==> src/rtl/config_chain_pkg.sv <==
// config_chain_pkg: shared FSM states and sizing helpers for the configuration chain loader
package config_chain_pkg;
  typedef enum logic [1:0] {IDLE, FETCH, SHIFT, DONE} state_t;
  function automatic int cnt_width(input int n);
    return $clog2(n + 1);
  endfunction
  function automatic int unsigned min_u(input int unsigned a, input int unsigned b);
    return a < b ? a : b;
  endfunction
endpackage

==> src/rtl/ccff_word_serializer.sv <==
// ccff_word_serializer: parallel-load word shift register with a per-word bit counter
module ccff_word_serializer #(
  parameter int WORD_W = 8,
  parameter int CNT_W = 7
) (
  input  logic              clk,
  input  logic              reset,
  input  logic              load,
  input  logic              shift,
  input  logic [WORD_W-1:0] data,
  input  logic [CNT_W-1:0]  len,
  output logic              head,
  output logic              last_bit
);
  logic [WORD_W-1:0] shreg;
  logic [CNT_W-1:0]  word_cnt;
  always_ff @(posedge clk or posedge reset)
    if (reset) begin
      shreg    <= '0;
      word_cnt <= '0;
    end else if (load) begin
      shreg    <= data;
      word_cnt <= len;
    end else if (shift) begin
      shreg    <= shreg >> 1;
      word_cnt <= word_cnt - CNT_W'(1);
    end
  assign head     = shreg[0];
  assign last_bit = word_cnt == CNT_W'(1);
endmodule

==> src/rtl/config_chain_loader.sv <==
// config_chain_loader: serializes handshaked bitstream words LSB-first onto the ccff chain
module config_chain_loader
  import config_chain_pkg::*;
#(
  parameter int CHAIN_LEN = 64,
  parameter int WORD_W = 8,
  localparam int CNT_W = cnt_width(CHAIN_LEN)
) (
  input  logic              clk,
  input  logic              reset,
  input  logic              start,
  input  logic              abort,
  input  logic [WORD_W-1:0] cfg_data,
  input  logic              cfg_valid,
  output logic              cfg_ready,
  output logic              ccff_head,
  output logic              prog_en,
  output logic              busy,
  output logic              done,
  output logic [CNT_W-1:0]  bits_left
);
  state_t           state, state_n;
  logic [CNT_W-1:0] bits_n;
  logic             head, last_bit, load;
  assign busy      = state != IDLE;
  assign prog_en   = state == SHIFT;
  assign done      = state == DONE;
  assign cfg_ready = (state == FETCH) && !abort;
  assign load      = cfg_valid && cfg_ready;
  assign ccff_head = prog_en && head;
  // the final word is clamped so bits beyond the chain length are never shifted out
  ccff_word_serializer #(.WORD_W(WORD_W), .CNT_W(CNT_W)) u_ser (
    .clk,
    .reset,
    .load,
    .shift(prog_en && !abort),
    .data(cfg_data),
    .len(CNT_W'(min_u(WORD_W, 32'(bits_left)))),
    .head,
    .last_bit
  );
  always_ff @(posedge clk or posedge reset)
    if (reset) begin
      state     <= IDLE;
      bits_left <= '0;
    end else begin
      state     <= state_n;
      bits_left <= bits_n;
    end
  always_comb begin
    state_n = state;
    bits_n  = bits_left;
    case (state)
      IDLE: if (start) begin
        state_n = FETCH;
        bits_n  = CNT_W'(CHAIN_LEN);
      end
      FETCH: if (load) state_n = SHIFT;
      SHIFT: begin
        bits_n = bits_left - CNT_W'(1);
        if (last_bit) state_n = bits_left == CNT_W'(1) ? DONE : FETCH;
      end
      default: begin
        state_n = IDLE;
        bits_n  = '0;
      end
    endcase
    if (abort) begin
      state_n = IDLE;
      bits_n  = '0;
    end
  end
endmodule

==> config.mk <==
export PLATFORM = sky130hd
export DESIGN_NAME = config_chain_loader
export DESIGN_NICKNAME = d
export VERILOG_FILES = /design/src/rtl/config_chain_pkg.sv /design/src/rtl/ccff_word_serializer.sv /design/src/rtl/config_chain_loader.sv
export SDC_FILE = /design/constraint.sdc
export NUM_CORES = 1
export LEC_CHECK = 0
export ABC_CLOCK_PERIOD_IN_PS = 1500
export BUFFER_PORTS_ARGS = -buffer_cell sky130_fd_sc_hd__buf_2
export CAP_MARGIN = 20
export CORE_MARGIN = 5
export CORE_UTILIZATION = 55
export CTS_CLUSTER_DIAMETER = 60
export DETAILED_ROUTE_END_ITERATION = 7
export HOLD_SLACK_MARGIN = 0.15
export PLACE_DENSITY = 0.79
export SETUP_SLACK_MARGIN = 0.15
export SLEW_MARGIN = 20
export SYNTH_ARGS = -nofsm -noshare
export SYNTH_HDL_FRONTEND = slang
export SYNTH_SLANG_ARGS = --single-unit
==> constraint.sdc <==
create_clock -name clk -period 1.5 [get_ports clk]
set_input_delay 0.15 -clock clk [delete_from_list [all_inputs] [get_ports clk]]
set_output_delay 0.15 -clock clk [all_outputs]
set_load 0.02 [all_outputs]
**Word-level counts from Yosys, hierarchy flattened**

Index checks and enable logic that the tools add are counted.

- Flip-flop bits (word level): 24
- Logic and storage cells: 40
- Output and inout bits: 12
- Input bits: 13

- $add $sub $neg: 2
- Equal/unequal tests: 9
- Multiplexer cells: 14
- Order comparisons: 1
- Reductions and logical operators: 10

Operator list:

| cell | number |
|---|---|
| 7-bit 2-to-1 mux | 5 |
| 7-bit one-hot mux with 3 select lines | 1 |
| 8-bit 2-to-1 mux | 2 |
| 7-bit by 1-bit equality test with 1-bit output (second input constant) | 2 |
| 7-bit by 1-bit subtractor with 7-bit output (second input constant) | 2 |
| 2-bit 2-to-1 mux | 5 |
| 4-bit by 7-bit less-than comparator with 1-bit output (first input constant) | 1 |
| 3-bit inequality test (second input constant) | 2 |
| 2-bit one-hot mux with 3 select lines | 1 |
| 2-bit equality test (second input constant) | 2 |
| 1-bit logical AND | 4 |
| 2-bit nonzero test | 2 |
| 3-bit by 2-bit inequality test with 1-bit output (second input constant) | 1 |
| 3-bit AND reduction | 1 |
| 2-bit by 1-bit equality test with 1-bit output (second input constant) | 1 |
| 2-bit zero test | 1 |
| 2-bit inequality test (second input constant) | 1 |
| 2-bit AND reduction | 1 |
| 1-bit zero test | 1 |

**Logic depth before layout (Yosys ltp)**

Gate-level depths: netlist of run 1.

- Depth after elaboration: 6
- Gate-level depth with buffers: 5

**Cells and area by module**

Synthesis of run 1 repeated with hierarchy kept, for this count alone.

- Cell total of the unflattened synthesis: 146
- Area total of the unflattened synthesis: 1,331.3 um^2

Modules (own cells, without submodules):

| module | cells an instance | area each (um^2) | times used |
|---|---|---|---|
| ccff_word_serializer | 80 | 777.0 | 1 |
| config_chain_loader | 66 | 554.3 | 1 |

**Worst setup path after synthesis of run 1**

No wires, ideal clock.

- Path type: register -> output
- From: reg state[1]
- To: out ccff_head
- Arrival: 1.338 ns
- Path slack: 0.012 ns
- Stages on the path, launching flop included: 5
- Buffers on the path: 2
- Path through: dfrtp_1 -> buf_6 -> buf_2 -> nor2b_1 -> and2_1

- Cells in the longest elaborated chain, start to end: 2

RTL lines:

| what | RTL line | source |
|---|---|---|
| start, declared | config_chain_loader.sv:22 | `state_t state, state_n;` |
| start signal, assigned | config_chain_loader.sv:47 | `state <= state_n;` |
| 2-bit equality test | config_chain_loader.sv:26 | `assign prog_en = state == SHIFT;` |
| net prog_en | config_chain_loader.sv:17 | `output logic prog_en,` |
| 1-bit logical AND | config_chain_loader.sv:30 | `assign ccff_head = prog_en && head;` |
| end, declared | config_chain_loader.sv:16 | `output logic ccff_head,` |

The timed path passes the listed nets, and every way through them passes these cells.

**Final worst setup path of run 1**

- From: reg state[0]
- To: reg u_ser.shreg[0]

- Cells in the longest elaborated chain, start to end: 4

RTL lines:

| what | RTL line | source |
|---|---|---|
| 2-bit by 1-bit equality test with 1-bit output | config_chain_loader.sv:28 | `assign cfg_ready = (state == FETCH) && !abort;` |
| 1-bit logical AND | config_chain_loader.sv:28 |  |
| 1-bit logical AND | config_chain_loader.sv:29 | `assign load = cfg_valid && cfg_ready;` |
| 8-bit 2-to-1 mux / 2-bit nonzero test (equally long branches) | n/a |  |
| end signal, assigned | ccff_word_serializer.sv:22 | `shreg <= data;` |
| end signal, assigned | ccff_word_serializer.sv:25 | `shreg <= shreg >> 1;` |
| end, declared | ccff_word_serializer.sv:15 | `logic [WORD_W-1:0] shreg;` |

Several ways; a longest one is shown, not always the timed one.
A chain may end at the register's enable or synchronous reset.

==> summary.txt, run 1 <==
Worst hold path
  • Type of the worst min-delay path: in2reg

Layout
  • Final net count: 222
  • Fraction of layout cells with a size suffix above 1: 57.84%
  • Non-Filler Instances: 234
  • Synth-to-Final Area Change: 60.72%
  • Number of fill cells: 85
  • Antenna Cells: 0

Synth
  • Syn_area_per_cell: 9.888 sq um
  • Sequential area share after synthesis: 42.18%
  • EDFF count, synth: 0
  • Synth Instances: 144
  • Ys async rst share: 100.0%
  • Yosys cell types: 49
  • Warnings from Yosys: 0
  • Synthesized flop and latch total: 24
  • Post-Synthesis Cell Area: about 0.0014 sq mm
  • Syn_nets: 161
  • Top FF cell, synth: dfrtp_1

Worst setup path
  • Startpoint Class: flop
  • Critical path arrival: 1.79 ns
  • Critical path class: reg2reg
  • CP endpoint kind: flop
  • Worst EP required: 1.72 ns
  • Worst Path Max Fanout: 8

Global routing
  • Largest net degree at the start of global routing: 25
  • Gr usage total: roughly 27%
  • First-pass GRT wire length: ~7500 microns
  • Vias in the first global route: between 1.5k and 2k
  • Initial antenna violation count: 0
  • Total congestion overflow: 0

Floorplanning
  • Io pins: 25
  • Full die area: 0.003706 sq mm
  • Die X: 60.88 microns
  • Initial Utilization: a little under three fifths
  • Row cnt: 18
  • Die height: between 60 and 70 microns
  • Core Area: approximately 0.0025 sq mm

STA
  • Fin crit period: 1.563 ns
  • Slew Viols, Final: 0
  • Slew of the pin with the lowest slew margin: 0.3807 ns
  • Fmax: 639.7 MHz
  • Clock skew: 0.0006806 ns
  • Hold violation total from the final report: 0
  • Slew headroom: 74.39%
  • Final setup margin: -0.06316 ns
  • Crit share post-route: 104.2%
  • Finish-stage setup viols: 6
  • RSZ-0062 raised after global routing: true

Run status
  • Status: finished with violations
  • Failing checks: setup timing

CTS
  • Root Buffer: clkbuf_4
  • Clk buf depth: 2
  • Clk slew on worst S/H paths: 0.15 ns
  • Htree depth: 1
  • CTS buffer count: 3
  • Number of clock sinks: 24
  • Clock latency on the worst-skew pair: approximately 0.33 ns
  • CTS tree: done

Detailed routing
  • DR pass1 iterations: 4
  • Final antenna-violating net count: 0
  • Initial DRC Count: 323
  • WL/cell: 25.98 microns
  • Total wire length: 6079 microns
  • Via count: 1644
  • DR vias/cell: 7.026
  • DRC Markers: 0

Placement
  • Pre-CTS WS: 0.05400 ns
  • HPWL Detailed: 2454 microns
  • IO buf count: 24
  • Placed insts: 201
  • Placer Congestion: ~0.83

Pwr
  • PwrDens: ~1300 mW/mm^2
  • Leak Pwr: 1.000 nW
  • Peak supply drop: 0.001231 V

Run
  • Max-Cap Viols: 0
final timing paths:
check	from	end	slack (ns)	cells after the start
setup / recovery	state[0]	u_ser.shreg[0]	-0.06	5
hold / removal	abort	bits_left[6]	0.30	2
setup reg to reg	state[0]	u_ser.shreg[0]	-0.06	5
hold reg to reg	u_ser.shreg[3]	u_ser.shreg[3]	0.56	2
max in group asynchronous	reset	bits_left[1]	0.80	4
min in group asynchronous	reset	u_ser.word_cnt[5]	0.45	4
power breakdown:
| part | switching, W | internal, W | leakage (nW) | total, W |
|---|---|---|---|---|
| Clock | 0.000226 | 0.000271 | 0.0279 | 0.000497 |
| Sequential | 0.000278 | 0.000831 | 0.303 | 0.00111 |
| Combinational | 0.000647 | 0.000615 | 0.669 | 0.00126 |
metal layers:
layer  global-route usage, %  vias to the layer above  share of wire (%)
met5                       0                        -                  0
met2                   48.09                      143                 50
met4                   11.15                        0                4.8
met1                   34.45                      814                 37
met3                   2.979                       35                7.9
li1                        -                      652                  -
cell families (layout without fill, tap and decap cells):
logic type	after synthesis	count (layout)	synth area share (%)
AO/OA/AOI/OAI	36	36	18.81
XOR/XNOR	2	2	1.230
AND/OR/NAND/NOR	58	58	26.63
adder cells (fa/ha/maj)	4	4	3.515
flip-flops	24	24	42.18
buffers and inverters	18	78	6.238
multiplexers	2	2	1.406
critical path, stage by stage, from the launching register on:
cell and delay [ns]:
dfrtp_2 0.46, buf_6 0.15, or3b_4 0.45, buf_12 0.18, nand3_1 0.11, nand2_1 0.10
state kept, by name, indices dropped and copies added, names as in the netlist:
name	flops
u_ser.shreg	8
u_ser.word_cnt	7
state	2
bits_left	7
per-stage QoR:
step                      area (sq um)  TNS, ns  hold WS [ns]  power (W)  utilization (%)
after global placement            1643        0        0.2050   0.001729            66.31
after detailed placement          1643        0        0.2130   0.001762            66.31
final                             2288  -0.1112        0.2995   0.002868            92.37
after CTS                         2021        0        0.1958   0.002403            81.57
after global routing              2288  -0.3324        0.3106   0.002981            92.37
after floorplan                   1450        0        0.1643   0.001517                -
synthesized netlist by cell type, types with 2 or more instances:
cell type	number	share of area, %
dfrtp_1	24	42
nand2_1	12	3.2
nand3_1	11	3.9
inv_1	9	2.4
a22oi_1	7	3.7
buf_2	5	1.8
nor2_1	5	1.3
nor2b_1	5	2.2
ha_1	4	3.5
o21ai_0	4	1.4
a21oi_1	3	1.1
a31oi_1	3	1.3
and2_1	3	1.3
nor3_1	3	1.1
o32ai_1	3	1.8
a21boi_0	2	1.1
a21o_1	2	1.1
buf_4	2	1.1
mux2i_1	2	1.4
nand2b_1	2	0.88
nor3b_1	2	1.1
nor4b_1	2	1.2
o22ai_1	2	0.88
or4bb_1	2	1.6
layout make-up:
class                   instances  area (sq um)  area share (%)
multi-input cells             102          1027           44.89
flip-flops and latches         24         610.6           26.68
repair buffers                 65         521.8           22.80
inverters                       9         38.79           1.695
well taps                      30         37.54           1.640
clock inverters                 1         30.03           1.312
clock buffers                   3         22.52          0.9841
cells in the final DEF (no fill, tap or decap), drive strengths merged, types with 4 or more instances in the layout:
master       netlist  routed
nor2b              5       5
nand3             11      11
o21ai              4       4
dlygate4sd3        0      10
buf                8      55
inv                9       9
nand2             12      12
nor2               5       5
dfrtp             24      24
ha                 4       4
a22oi              7       7
timing repair:
| action | CTS | global route |
|---|---|---|
| endpoints found under the hold margin | 33 | 0 |
| pin swaps | 14 | 12 |
| buffers inserted | 9 | 8 |
| hold buffers | 10 | 0 |
| resized for setup | 35 | 43 |
| gates cloned | 1 | 1 |
| setup endpoints to repair | 23 | 29 |
Power figures use the tool's default switching activity.
==> inputs of run 2 (changes only) <==
--- a/config.mk
+++ b/config.mk
@@ -13,6 +13,7 @@
 export CTS_CLUSTER_DIAMETER = 60
 export DETAILED_ROUTE_END_ITERATION = 7
 export HOLD_SLACK_MARGIN = 0.15
+export MAX_ROUTING_LAYER = met4
 export PLACE_DENSITY = 0.79
 export SETUP_SLACK_MARGIN = 0.15
 export SLEW_MARGIN = 20
==> run 2 against run 1 <==
Effect of this change:
- the run still ends with setup timing left
- count of clock-buffer cells in the layout is the same
- maximum frequency grew 1.1%
- clock skew grew 0.011 ns
- via count shrank 4.1%
- clock power shrank 2%
- non-clock buffer count is the same
- setup slack gained 0.018 ns
- register-to-register slack gained 0.02 ns
- critical endpoint is now u_ser.word_cnt[1]
- wire length shrank 4.7%
- power shrank 1.7%
- die area is the same
==> summary.txt, run 2 (same netlist as run 1, synthesis figures left out) <==
Worst setup path
  • Critical path class: reg2reg (unchanged)
  • Worst EP required: 1.71 ns (was 1.72 ns)
  • Critical path arrival: 1.76 ns (was 1.79 ns)
  • Startpoint Class: flop (unchanged)
  • CP endpoint kind: flop (unchanged)
  • Worst Path Max Fanout: 3 (was 8)

Placement
  • Placer Congestion: 0.8451 (was 0.8323)
  • IO buf count: 24 (unchanged)
  • DP Area: 0.001643 sq mm (unchanged)
  • HPWL Detailed: 2454 microns (unchanged)

Detailed routing
  • DR vias/cell: 6.739 (was 7.026)
  • Initial DRC Count: 112 (was 323)
  • DRC Markers: 0 (unchanged)
  • DR pass1 iterations: 4 (unchanged)
  • Via count: 1577 (was 1644)
  • Total wire length: 5794 microns (was 6079 microns)
  • Final antenna-violating net count: 0 (unchanged)
  • WL/cell: 24.76 microns (was 25.98 microns)

Layout
  • Top flop regs: u_ser.shreg (8), bits_left (7), u_ser.word_cnt (7) (unchanged)
  • Fraction of layout cells with a size suffix above 1: 57.35% (was 57.84%)
  • Final instance area: 0.002271 sq mm (was 0.002288 sq mm)
  • Commonest cells after routing, fill and taps aside: 21 x buf_2, 21 x buf_4, 16 x dfrtp_1 (unchanged)
  • Max FFs per register: 8 (unchanged)
  • Synth-to-Final Area Change: 59.49% (was 60.72%)
  • Final Core Density: 91.67% (was 92.37%)
  • Final net count: 222 (unchanged)
  • Antenna Cells: 0 (unchanged)
  • Most flops, register: u_ser.shreg (unchanged)

Floorplanning
  • Row cnt: 18 (unchanged)
  • Full die area: 0.003706 sq mm (unchanged)
  • Io pins: 25 (unchanged)
  • Die height: 60.88 microns (unchanged)
  • Initial Utilization: 57.47% (unchanged)
  • Die X: 60.88 microns (unchanged)
  • Core Area: 0.002477 sq mm (unchanged)

Global routing
  • Vias in the first global route: 1522 (was 1512)
  • First-pass GRT wire length: 7465 microns (was 7486 microns)
  • Gr usage total: 28.36% (was 27.48%)
  • Total congestion overflow: 0 (unchanged)
  • Initial antenna violation count: 0 (unchanged)
  • Largest net degree at the start of global routing: 25 (unchanged)

Pwr
  • Peak supply drop: 0.001207 V (was 0.001231 V)
  • PwrDens: 1242 mW/mm^2 (was 1253 mW/mm^2)
  • Leak Pwr: 0.9977 nW (was 1.000 nW)

STA
  • Fin crit period: 1.546 ns (was 1.563 ns)
  • Slew Viols, Final: 0 (unchanged)
  • Slew headroom: 71.95% (was 74.39%)
  • Final setup margin: -0.04565 ns (was -0.06316 ns)
  • Crit share post-route: 103.0% (was 104.2%)
  • Slew of the pin with the lowest slew margin: 0.4169 ns (was 0.3807 ns)
  • RSZ-0062 raised after global routing: true (unchanged)
  • Fmax: 647.0 MHz (was 639.7 MHz)
  • Finish-stage setup viols: 3 (was 6)
  • Clock skew: 0.01119 ns (was 0.0006806 ns)
  • Hold violation total from the final report: 0 (unchanged)

CTS
  • CTS tree: done (unchanged)
  • Number of clock sinks: 24 (unchanged)
  • Clk buf depth: 2 (unchanged)
  • CTS buffer count: 3 (unchanged)
  • Htree depth: 1 (unchanged)
  • Clk slew on worst S/H paths: 0.13 ns (was 0.15 ns)
  • Clock latency on the worst-skew pair: 0.33 ns (about the same)
  • Root Buffer: clkbuf_4 (unchanged)

Run status
  • Status: finished with violations (unchanged)
  • Failing checks: setup timing (unchanged)

Run
  • Max-Cap Viols: 0 (unchanged)

Worst hold path
  • Type of the worst min-delay path: in2reg (unchanged)
==> run 2: cell count changes in the layout (fill, tap and decap cells not counted) <==
cell	change
a22oi_1	+1
a22oi_2	-1
nand3_2	+1
nand3_4	-1
nor2_2	+1
nor2_4	-1
==> run 2: power breakdown <==
part	switching [W]	leakage (nW)	internal, W	total (W)
logic	0.000630	0.666	0.000602	0.00123
registers	0.000273	0.303	0.000831	0.00110
clock network	0.000214	0.0279	0.000271	0.000485
==> run 2: path summary, 6_finish.rpt <==
check | startpoint | endpoint | slack [ns] | depth (start not counted)
setup reg to reg | u_ser.word_cnt[0] | u_ser.word_cnt[1] | -0.05 | 5
min in group asynchronous | reset | u_ser.word_cnt[5] | 0.44 | 4
max in group asynchronous | reset | bits_left[3] | 0.79 | 4
hold / removal | abort | bits_left[6] | 0.25 | 2
hold reg to reg | u_ser.shreg[3] | u_ser.shreg[3] | 0.56 | 2
setup / recovery | u_ser.word_cnt[0] | u_ser.word_cnt[1] | -0.05 | 5
==> run 2: through the flow <==
stage | setup WS (ns) | setup TNS (ns) | power (W) | hold WS, ns | instances
2_1_floorplan | 0.08084 | 0 | 0.001517 | 0.1643 | 144
3_3_place_gp | 0.08641 | 0 | 0.001729 | 0.2050 | 201
3_5_place_dp | 0.05400 | 0 | 0.001762 | 0.2130 | 201
4_1_cts | 0.06138 | 0 | 0.002403 | 0.1958 | 225
5_1_grt | -0.09103 | -0.1740 | 0.002937 | 0.2618 | 234
6_report | -0.04565 | -0.04646 | 0.002820 | 0.2540 | 234
==> run 2: final cells by class <==
| cell class | count | area [sq um] |
|---|---|---|
| multi-input cells | 102 | 1010 |
| repair buffers | 65 | 521.8 |
| clock inverters | 1 | 30.03 |
| fillers | 92 | 206.4 |
| flip-flops and latches | 24 | 610.6 |
| clock buffers | 3 | 22.52 |
| inverters | 9 | 38.79 |
| well taps | 30 | 37.54 |
==> run 2: worst max-delay path, stage by stage (launching register included) <==
cell and delay, ns:
dfrtp_1 0.47, inv_2 0.07, ha_4 0.25, or4bb_1 0.39, o21ai_1 0.13, o32ai_1 0.12
==> run 2: per-layer routing <==
layer	wire [microns]	track usage [%]
met1	2298	34.45
met2	2846	48.09
met3	351	2.979
met4	297	11.15
met5	0	-
==> run 2: repair_timing <==
action	4_1_cts	5_1_grt
buffers inserted	9	8
setup endpoints to repair	23	29
pin swaps	14	11
cloned	1	1
gates resized for setup	35	40
hold buffers	10	0
hold endpoints to repair	33	0
